`config.mk`:
```
export PLATFORM = sky130hd
export DESIGN_NAME = vga_layer_mixer
export DESIGN_NICKNAME = d
export VERILOG_FILES = /design/src/rtl/vga_layer_mixer.sv
export SDC_FILE = /design/constraint.sdc
export NUM_CORES = 1
export LEC_CHECK = 0
export ABC_AREA = 0
export BUFFER_PORTS_ARGS = -buffer_cell sky130_fd_sc_hd__buf_2
export CORE_UTILIZATION = 51
export CTS_CLUSTER_DIAMETER = 200
export DETAILED_ROUTE_END_ITERATION = 6
export GPL_TIMING_DRIVEN = 0
export PLACE_DENSITY_LB_ADDON = 0.12
export SLEW_MARGIN = 20
export SYNTH_ARGS = -nofsm -noshare
export SYNTH_HDL_FRONTEND = slang
export SYNTH_SLANG_ARGS = --single-unit
```
`constraint.sdc`:
```
create_clock -name clk -period 2.2 [get_ports clk]
set_input_delay 0.22 -clock clk [delete_from_list [all_inputs] [get_ports clk]]
set_output_delay 0.22 -clock clk [all_outputs]
set_load 0.03 [all_outputs]
```
`src/rtl/vga_layer_mixer.sv`:
```
// vga_layer_mixer: two-stage pixel compositor with strict layer priority,
// plus a frame counter and a scroll-offset accumulator.
// Optional feature macro: VGA_MIXER_BLINK_EN (per-layer blink on frame_cnt[5]).
module vga_layer_mixer #(
   parameter int unsigned NUM_LAYERS = 4,
   parameter int unsigned COLOR_BITS = 1,
   parameter int unsigned SCROLL_W   = 8
) (
   input  logic                                  clk,
   input  logic                                  rst,
   input  logic                                  valid,
   input  logic                                  hsync_in,
   input  logic                                  vsync_in,
   input  logic                                  newframe,
   input  logic [2:0]                            y_lsb,
   input  logic [NUM_LAYERS-1:0]                 layer_hit,
   input  logic [NUM_LAYERS-1:0]                 layer_en,
   input  logic [2*NUM_LAYERS-1:0]               layer_mode,
   input  logic [3*COLOR_BITS*NUM_LAYERS-1:0]    layer_color,
   input  logic [NUM_LAYERS-1:0]                 layer_blink,
   input  logic                                  scroll_run,
   input  logic [3:0]                            scroll_step,
   input  logic                                  scroll_clr,
   output logic [COLOR_BITS-1:0]                 r,
   output logic [COLOR_BITS-1:0]                 g,
   output logic [COLOR_BITS-1:0]                 b,
   output logic                                  hsync_out,
   output logic                                  vsync_out,
   output logic                                  hit_any,
   output logic [((NUM_LAYERS > 1) ? $clog2(NUM_LAYERS) : 1)-1:0] winner,
   output logic [8:0]                            frame_cnt,
   output logic [SCROLL_W-1:0]                   scroll
);

   localparam int unsigned WIN_W = (NUM_LAYERS > 1) ? $clog2(NUM_LAYERS) : 1;
   localparam int unsigned PIX_W = 3 * COLOR_BITS;

   logic                           r_valid1;
   logic                           r_hs1;
   logic                           r_vs1;
   logic [2:0]                     r_y1;
   logic [NUM_LAYERS-1:0]          r_act1;
   logic [2*NUM_LAYERS-1:0]        r_mode1;
   logic [PIX_W*NUM_LAYERS-1:0]    r_color1;

   logic [PIX_W-1:0]               r_pix;
   logic                           r_hit_any;
   logic [WIN_W-1:0]               r_win;
   logic                           r_hs2;
   logic                           r_vs2;
   logic [8:0]                     r_frame_cnt;
   logic [SCROLL_W-1:0]            r_scroll;

   logic [NUM_LAYERS-1:0]          w_act;
   logic                           w_rain_r;
   logic                           w_rain_g;
   logic                           w_rain_b;
   logic [PIX_W-1:0]               w_rain;
   logic [PIX_W-1:0]               w_rot;
   logic [PIX_W-1:0]               w_pix;
   logic [WIN_W-1:0]               w_win;

`ifdef VGA_MIXER_BLINK_EN
   // Blinking layers are hidden during the upper half of each 64-frame period
   assign w_act = layer_hit & layer_en & ~(layer_blink & {NUM_LAYERS{r_frame_cnt[5]}});
`else
   logic w_unused_blink;
   assign w_act          = layer_hit & layer_en;
   assign w_unused_blink = ^layer_blink;
`endif

   // Stage 1: register video controls and qualified layer hits
   always_ff @(posedge clk) begin
      if (rst) begin
         r_valid1 <= 1'b0;
         r_hs1    <= 1'b0;
         r_vs1    <= 1'b0;
         r_y1     <= 3'd0;
         r_act1   <= '0;
         r_mode1  <= '0;
         r_color1 <= '0;
      end else begin
         r_valid1 <= valid;
         r_hs1    <= hsync_in;
         r_vs1    <= vsync_in;
         r_y1     <= y_lsb;
         r_act1   <= w_act;
         r_mode1  <= layer_mode;
         r_color1 <= layer_color;
      end
   end

   // Rainbow band colour selected by the low row bits
   always_comb begin
      w_rain_r = 1'b0;
      w_rain_g = 1'b0;
      w_rain_b = 1'b0;
      case (r_y1)
         3'd0:       begin w_rain_r = 1'b1; w_rain_b = 1'b1; end
         3'd1, 3'd2: begin w_rain_r = 1'b1; end
         3'd3, 3'd4: begin w_rain_r = 1'b1; w_rain_g = 1'b1; end
         3'd5:       begin w_rain_g = 1'b1; end
         default:    begin w_rain_g = 1'b1; w_rain_b = 1'b1; end
      endcase
   end

   assign w_rain = {{COLOR_BITS{w_rain_r}}, {COLOR_BITS{w_rain_g}}, {COLOR_BITS{w_rain_b}}};
   assign w_rot  = {{COLOR_BITS{w_rain_g}}, {COLOR_BITS{w_rain_b}}, {COLOR_BITS{w_rain_r}}};

   // Composite: walk layers low to high so later hits override (or invert) earlier ones
   always_comb begin
      w_pix = '0;
      w_win = '0;
      for (int i = 0; i < NUM_LAYERS; i++) begin
         if (r_act1[i]) begin
            case (r_mode1[2*i +: 2])
               2'b00:   w_pix = r_color1[PIX_W*i +: PIX_W];
               2'b01:   w_pix = w_rain;
               2'b10:   w_pix = w_rot;
               default: w_pix = ~w_pix;
            endcase
            w_win = WIN_W'(i);
         end
      end
   end

   // Stage 2: registered pixel, blanked outside active video, with aligned syncs
   always_ff @(posedge clk) begin
      if (rst) begin
         r_pix     <= '0;
         r_hit_any <= 1'b0;
         r_win     <= '0;
         r_hs2     <= 1'b0;
         r_vs2     <= 1'b0;
      end else begin
         r_pix     <= r_valid1 ? w_pix : '0;
         r_hit_any <= |r_act1;
         r_win     <= w_win;
         r_hs2     <= r_hs1;
         r_vs2     <= r_vs1;
      end
   end

   // Frame counter, wraps naturally at 512
   always_ff @(posedge clk) begin
      if (rst) begin
         r_frame_cnt <= 9'd0;
      end else if (newframe) begin
         r_frame_cnt <= r_frame_cnt + 9'd1;
      end
   end

   // Scroll accumulator: clear beats advance
   always_ff @(posedge clk) begin
      if (rst) begin
         r_scroll <= '0;
      end else if (scroll_clr) begin
         r_scroll <= '0;
      end else if (newframe && scroll_run) begin
         r_scroll <= r_scroll + SCROLL_W'(scroll_step);
      end
   end

   assign r         = r_pix[PIX_W-1 -: COLOR_BITS];
   assign g         = r_pix[2*COLOR_BITS-1 -: COLOR_BITS];
   assign b         = r_pix[COLOR_BITS-1:0];
   assign hit_any   = r_hit_any;
   assign winner    = r_win;
   assign hsync_out = r_hs2;
   assign vsync_out = r_vs2;
   assign frame_cnt = r_frame_cnt;
   assign scroll    = r_scroll;

endmodule

```
# After elaboration in Yosys (flattened, before gate mapping)
# Index checks and enable logic that the tools add are counted.
[classes]
bitwise_logic = 5
n_reduce_logical = 12
n_mux = 14
n_eq_ne = 13
add_sub_neg = 2
[ops]
columns = ["operator", "count"]
rows = [
  ["3-bit one-hot mux with 3 select lines", 4],
  ["3-bit 2-to-1 mux", 4],
  ["5-bit OR reduction", 2],
  ["9-bit by 1-bit adder with 9-bit output (second input constant)", 1],
  ["3-bit NOT", 3],
  ["8-bit by 4-bit adder with 8-bit output", 1],
  ["2-bit by 1-bit equality test with 1-bit output (second input constant)", 4],
  ["2-bit equality test (second input constant)", 4],
  ["2-bit zero test", 4],
  ["3-bit by 2-bit equality test with 1-bit output (second input constant)", 2],
  ["3-bit equality test (second input constant)", 2],
  ["4-bit bitwise AND", 1],
  ["1-bit 2-to-1 mux", 4],
  ["2-bit 2-to-1 mux", 2],
  ["2-bit OR reduction", 2],
  ["4-bit OR reduction", 1],
  ["3-bit by 1-bit equality test with 1-bit output (second input constant)", 1],
  ["3-bit zero test", 1],
  ["3-bit OR reduction", 1],
  ["1-bit logical AND", 1],
  ["1-bit NOT", 1],
]
[word_totals]
in_bits = 47
wordCells = 60
ff_bits = 55

# Longest topological paths before layout
[depth]
word_depth = 14
depth_mapped = 9

# Worst setup path after synthesis
# Ideal clock, no wire load.
[synth_path]
path_type = "reg-to-reg"
start = "register r_scroll[0] (netlist: scroll[0])"
end = "register r_scroll[6] (netlist: scroll[6])"
required_ns = 2.076
setup_slack_ns = 0.358
t_arrival_ns = 1.718
stages_incl_launch_ff = 10
cell_sequence = "dfxtp_1 ha_1 inv_1 fa_1 nor2b_1 o21ai_0 nand2b_1 nand4_1 xor2_1 nor2_1"
[synth_between]
elab_chain_len = 1
[synth_lines]
columns = ["item", "line", "text"]
rows = [
  ["start: declaration", "52", "logic [SCROLL_W-1:0] r_scroll;"],
  ["start signal: assignment", "160", "r_scroll <= r_scroll + SCROLL_W'(scroll_step);"],
  ["8-bit by 4-bit adder with 8-bit output", "160", ""],
]
# Every way passes these cells.
# A chain may end at the register's enable or synchronous reset.

# Final worst setup path
[layout_path]
start = "register r_y1[1]"
end = "register r_pix[1]"
[layout_between]
elab_chain_len = 14
[layout_lines]
columns = ["item", "line", "text"]
rows = [
  ["start: declaration", "41", "logic [2:0] r_y1;"],
  ["start signal: assignment", "86", "r_y1 <= y_lsb;"],
  ["3-bit equality test (tied with other cells)", "98", "case (r_y1)"],
  ["5-bit OR reduction (no source line) / 3-bit OR reduction (equally long branches)", "n/a", ""],
  ["1-bit 2-to-1 mux", "98", ""],
  ["3-bit one-hot mux with 3 select lines", "116", "case (r_mode1[2*i +: 2])"],
  ["3-bit 2-to-1 mux", "115", "if (r_act1[i]) begin"],
  ["3-bit NOT", "120", "default: w_pix = ~w_pix;"],
  ["3-bit one-hot mux with 3 select lines", "116", ""],
  ["3-bit 2-to-1 mux", "115", ""],
  ["3-bit NOT", "120", ""],
  ["3-bit one-hot mux with 3 select lines", "116", ""],
  ["3-bit 2-to-1 mux", "115", ""],
  ["3-bit NOT", "120", ""],
  ["3-bit one-hot mux with 3 select lines", "116", ""],
  ["3-bit 2-to-1 mux (*)", "115", ""],
  ["end signal: assignment", "136", "r_pix <= r_valid1 ? w_pix : '0;"],
  ["end: declaration", "46", "logic [PIX_W-1:0] r_pix;"],
]
# Mark *: on every way between the ends. The rest lies on a longest branch, timed or not.

==> summary.txt <==
Status
  • Status: finished, final reports clean

Run
  • Max-Cap Viols: 0

Critical path
  • Kind of critical path: reg -> reg
  • CP cell instances: buf_6 > and2_4 > a222oi_1 > a21o_1 > a211oi_1 > a2111oi_0 > nor3_1
  • Crit Path Max Fanout: 10
  • Worst Setup Start Kind: flop
  • CP max stage cell: a222oi_1
  • Crit-path max cell delay: 470 ps
  • Crit-path leading delay family: compound AO/OA/AOI/OAI gates
  • Worst setup EP type: flop
  • CP bufs+invs: 1
  • Crit path DAT: between 2000 and 2500 ps
  • CP Data Required Time: ~2400 ps

GRT
  • GR Overflow Total: 0
  • Initial antenna violation count: 0
  • First-pass GRT wire length: 8473 µm
  • Met2 Use GR: 0.3522
  • Global-route usage over all layers: 0.2108
  • Met1 usage: 0.2664
  • Pin count of the biggest net entering global routing: 19
  • Routing usage on met3: 0.04861
  • Busiest layer in global routing: met2
  • Vias in the first global route: 1,921

Synthesis
  • Post-synthesis cell area: 0.002501 mm²
  • Syn Area/Cell: about 9 µm²
  • Synthesized flop and latch total: 55
  • Yosys warns: 0
  • Register area share after synthesis: 0.4402
  • Asr flop ratio synth: 0
  • Count of different cell masters after synthesis: 49
  • Top_reg_cell synth: dfxtp_1
  • Post-Synthesis Cells: roughly 280
  • Syn nets: between 300 and 400
  • Post-synth EDFFs: 0

STA
  • RSZ-0062 raised after global routing: no
  • Final period util: 0.9142
  • Slew @ Worst Pin: 500.8 ps
  • Slew Limit Headroom: 0.6661
  • Setup total negative slack: 0 ps
  • Max Fclk: 0.4972 GHz
  • Clk_skew: 9.234 ps
  • Final setup viols: 0
  • Final hold viol count: 0
  • Fin Hold WS: 109.4 ps
  • Slew Limit Fails: 0
  • Tmin final: 2011 ps

Cells and area
  • Final #Nets: approximately 400
  • Layout cells sized above 1: 0.2360
  • Area growth syn-to-layout: 19.96%
  • Core Util, Final: 0.6352
  • # diodes: 0
  • Filler instances: 432
  • Finished Cell Area: 0.003000 mm²

CTS
  • Total CTS buffers: 5
  • Insertion delay to the later sink of the worst-skew pair: ~310 ps
  • Post-CTS sizing: 0
  • H-tree levels: 2
  • Max clock buf depth: 2
  • Clock Pin Slew Worst Setup and Hold Paths: 100 ps
  • Root buf cell: clkbuf_8
  • CTS Hold Buffers Added: 0
  • Sink Count: 55
  • CTS tree: done

Placement
  • Routability cong.: 0.8895
  • Placed Area: between 0.002 and 0.003 mm²
  • # port buffers: 65
  • Hpwl dp: 3913 µm

Floorplan
  • Initial Util: 0.5295
  • Die Height: 72.03 µm
  • DIE WIDTH: 72.03 µm
  • Core box area: 0.004723 mm²
  • Top-Level Pins: slightly above 70
  • Area of the die: 0.005188 mm²
  • # rows: 25

Detailed routing
  • DR vias: 2,218
  • First-pass DRT Iterations: 5
  • Avg Vias per Cell: roughly 5.2
  • Initial DRC Count: about 160
  • ANT nets after route: 0
  • WL final: 5237 µm
  • Residual DRC: 0
  • Drt wl/cell: between 10 and 15 µm

Pwr
  • Pwr dens: 625.2 mW/mm²
  • Peak supply drop: between 0.4 and 0.5 mV
  • LEAKAGE: 0.001280 µW

Hold path
  • Min-Delay Path Class: in -> reg
==> metal layers <==
layer | part of all wire | up-vias
li1 | - | 1137
met1 | 0.47 | 1005
met4 | 0.017 | 0
met3 | 0.056 | 12
met2 | 0.46 | 64
met5 | 0 | -
==> final timing paths <==
kind,from,end,slack (ps),cells after the start
setup reg to reg,r_y1[1]$_SDFF_PP0_,r_pix[1]$_SDFF_PP0_,190,7
hold reg to reg,r_hs1$_SDFF_PP0_,hsync_out$_SDFF_PP0_,450,1
setup / recovery,r_y1[1]$_SDFF_PP0_,r_pix[1]$_SDFF_PP0_,190,7
hold / removal,layer_color[11],r_color1[11]$_SDFF_PP0_,110,2
==> area by class of cell <==
cell class / instances / area, µm² / share of cell area
plain buffers: 17 / 75.07 / 0.02502
repair buffers: 65 / 325.3 / 0.1084
well taps: 67 / 83.83 / 0.02794
clock buffers: 5 / 68.82 / 0.02294
clock inverters: 3 / 25.02 / 0.008340
flip-flops and latches: 55 / 1101 / 0.3670
inverters: 7 / 26.28 / 0.008757
multi-input cells: 204 / 1295 / 0.4316
==> stage by stage <==
step                      power, µW  std cells  setup slack (ps)
final                          1876        423             188.8
after global placement         1332        416             186.1
after global routing           1960        423             22.58
after CTS                      1898        424             162.8
after detailed placement       1336        416             195.3
after floorplan                1252        284             357.8
==> logic make-up (layout without fill, tap and decap cells) <==
logic type                 Yosys count  after routing  share of synthesized area
xor gates and xnor gates            11             11                    0.03852
DFF                                 55             55                     0.4402
AOI/OAI and AO/OA                   73             73                     0.2016
and+or+nand+nor                    112            112                     0.2366
buffers and inverters               25             97                    0.04202
muxes                                2              2                   0.008004
adders and majority gates            6              6                    0.03302
==> cells in the final DEF (no fill, tap or decap), types with 2 or more instances in the layout <==
cell type,netlist,final
nand2_1,16,16
xnor2_1,4,4
clkbuf_8,0,5
a221oi_1,2,2
nor3_2,2,2
nor4_1,2,2
and2_1,2,2
o21a_1,2,2
a211oi_1,3,3
nor3_1,4,4
and3_1,3,3
nor2b_1,30,30
xor2_1,7,7
a31oi_1,5,5
inv_1,7,7
o21bai_1,5,5
mux2i_1,2,2
a21oi_1,20,20
clkinv_4,0,2
nand2b_1,2,2
a211o_1,2,2
buf_1,2,2
nand3_1,7,7
ha_1,5,5
a222oi_1,3,3
buf_2,3,68
nand3b_1,2,2
dfxtp_1,55,55
o211ai_1,2,2
nor3b_1,4,4
or3_1,2,2
clkbuf_1,12,11
a21o_1,10,10
nand4_1,3,3
o21ai_0,9,9
nor2_1,30,30
==> sequential cells by signal (all words and copies together), names as in the netlist, 2 cells and up <==
signal     count
r_y1           3
frame_cnt      9
r_act1         4
r_mode1        8
scroll         8
winner         2
r_color1      12
r_pix          3
==> where the power goes <==
group          switching [µW]  total, µW  internal [µW]  leakage, µW
combinational             142        251            108     0.000783
sequential               26.7       1060           1040     0.000453
clock                     335        563            228    0.0000443
total                     504       1880           1370      0.00128
==> synthesized netlist by cell type, types with 3 or more instances <==
cell type,number,area (µm²)
nand2_1,16,60.06
buf_2,3,15.01
o21ai_0,9,45.04
and3_1,3,18.77
nand4_1,3,18.77
a21oi_1,20,100.1
clkbuf_1,12,45.04
ha_1,5,62.56
xnor2_1,4,35.03
nor2_1,30,112.6
nor3b_1,4,30.03
a211oi_1,3,22.52
xor2_1,7,61.31
nor3_1,4,20.02
a31oi_1,5,31.28
nand3_1,7,35.03
a222oi_1,3,30.03
nor2b_1,30,187.7
a21o_1,10,75.07
dfxtp_1,55,1101
o21bai_1,5,37.54
inv_1,7,26.28
==> repair_timing <==
action                                  4_1_cts  5_1_grt
endpoints found under the setup margin        0        2
hold endpoints to repair                      0        0
buffers inserted                              0        0
==> worst register-to-register path: cells and delay by family (launching register included) <==
family | cells | cell delay [ps]
buffers and inverters | 1 | 150
AND/OR/NAND/NOR | 2 | 250
flip-flops | 1 | 350
AO/OA/AOI/OAI | 4 | 1150
(Power assumes the default switching activity.)
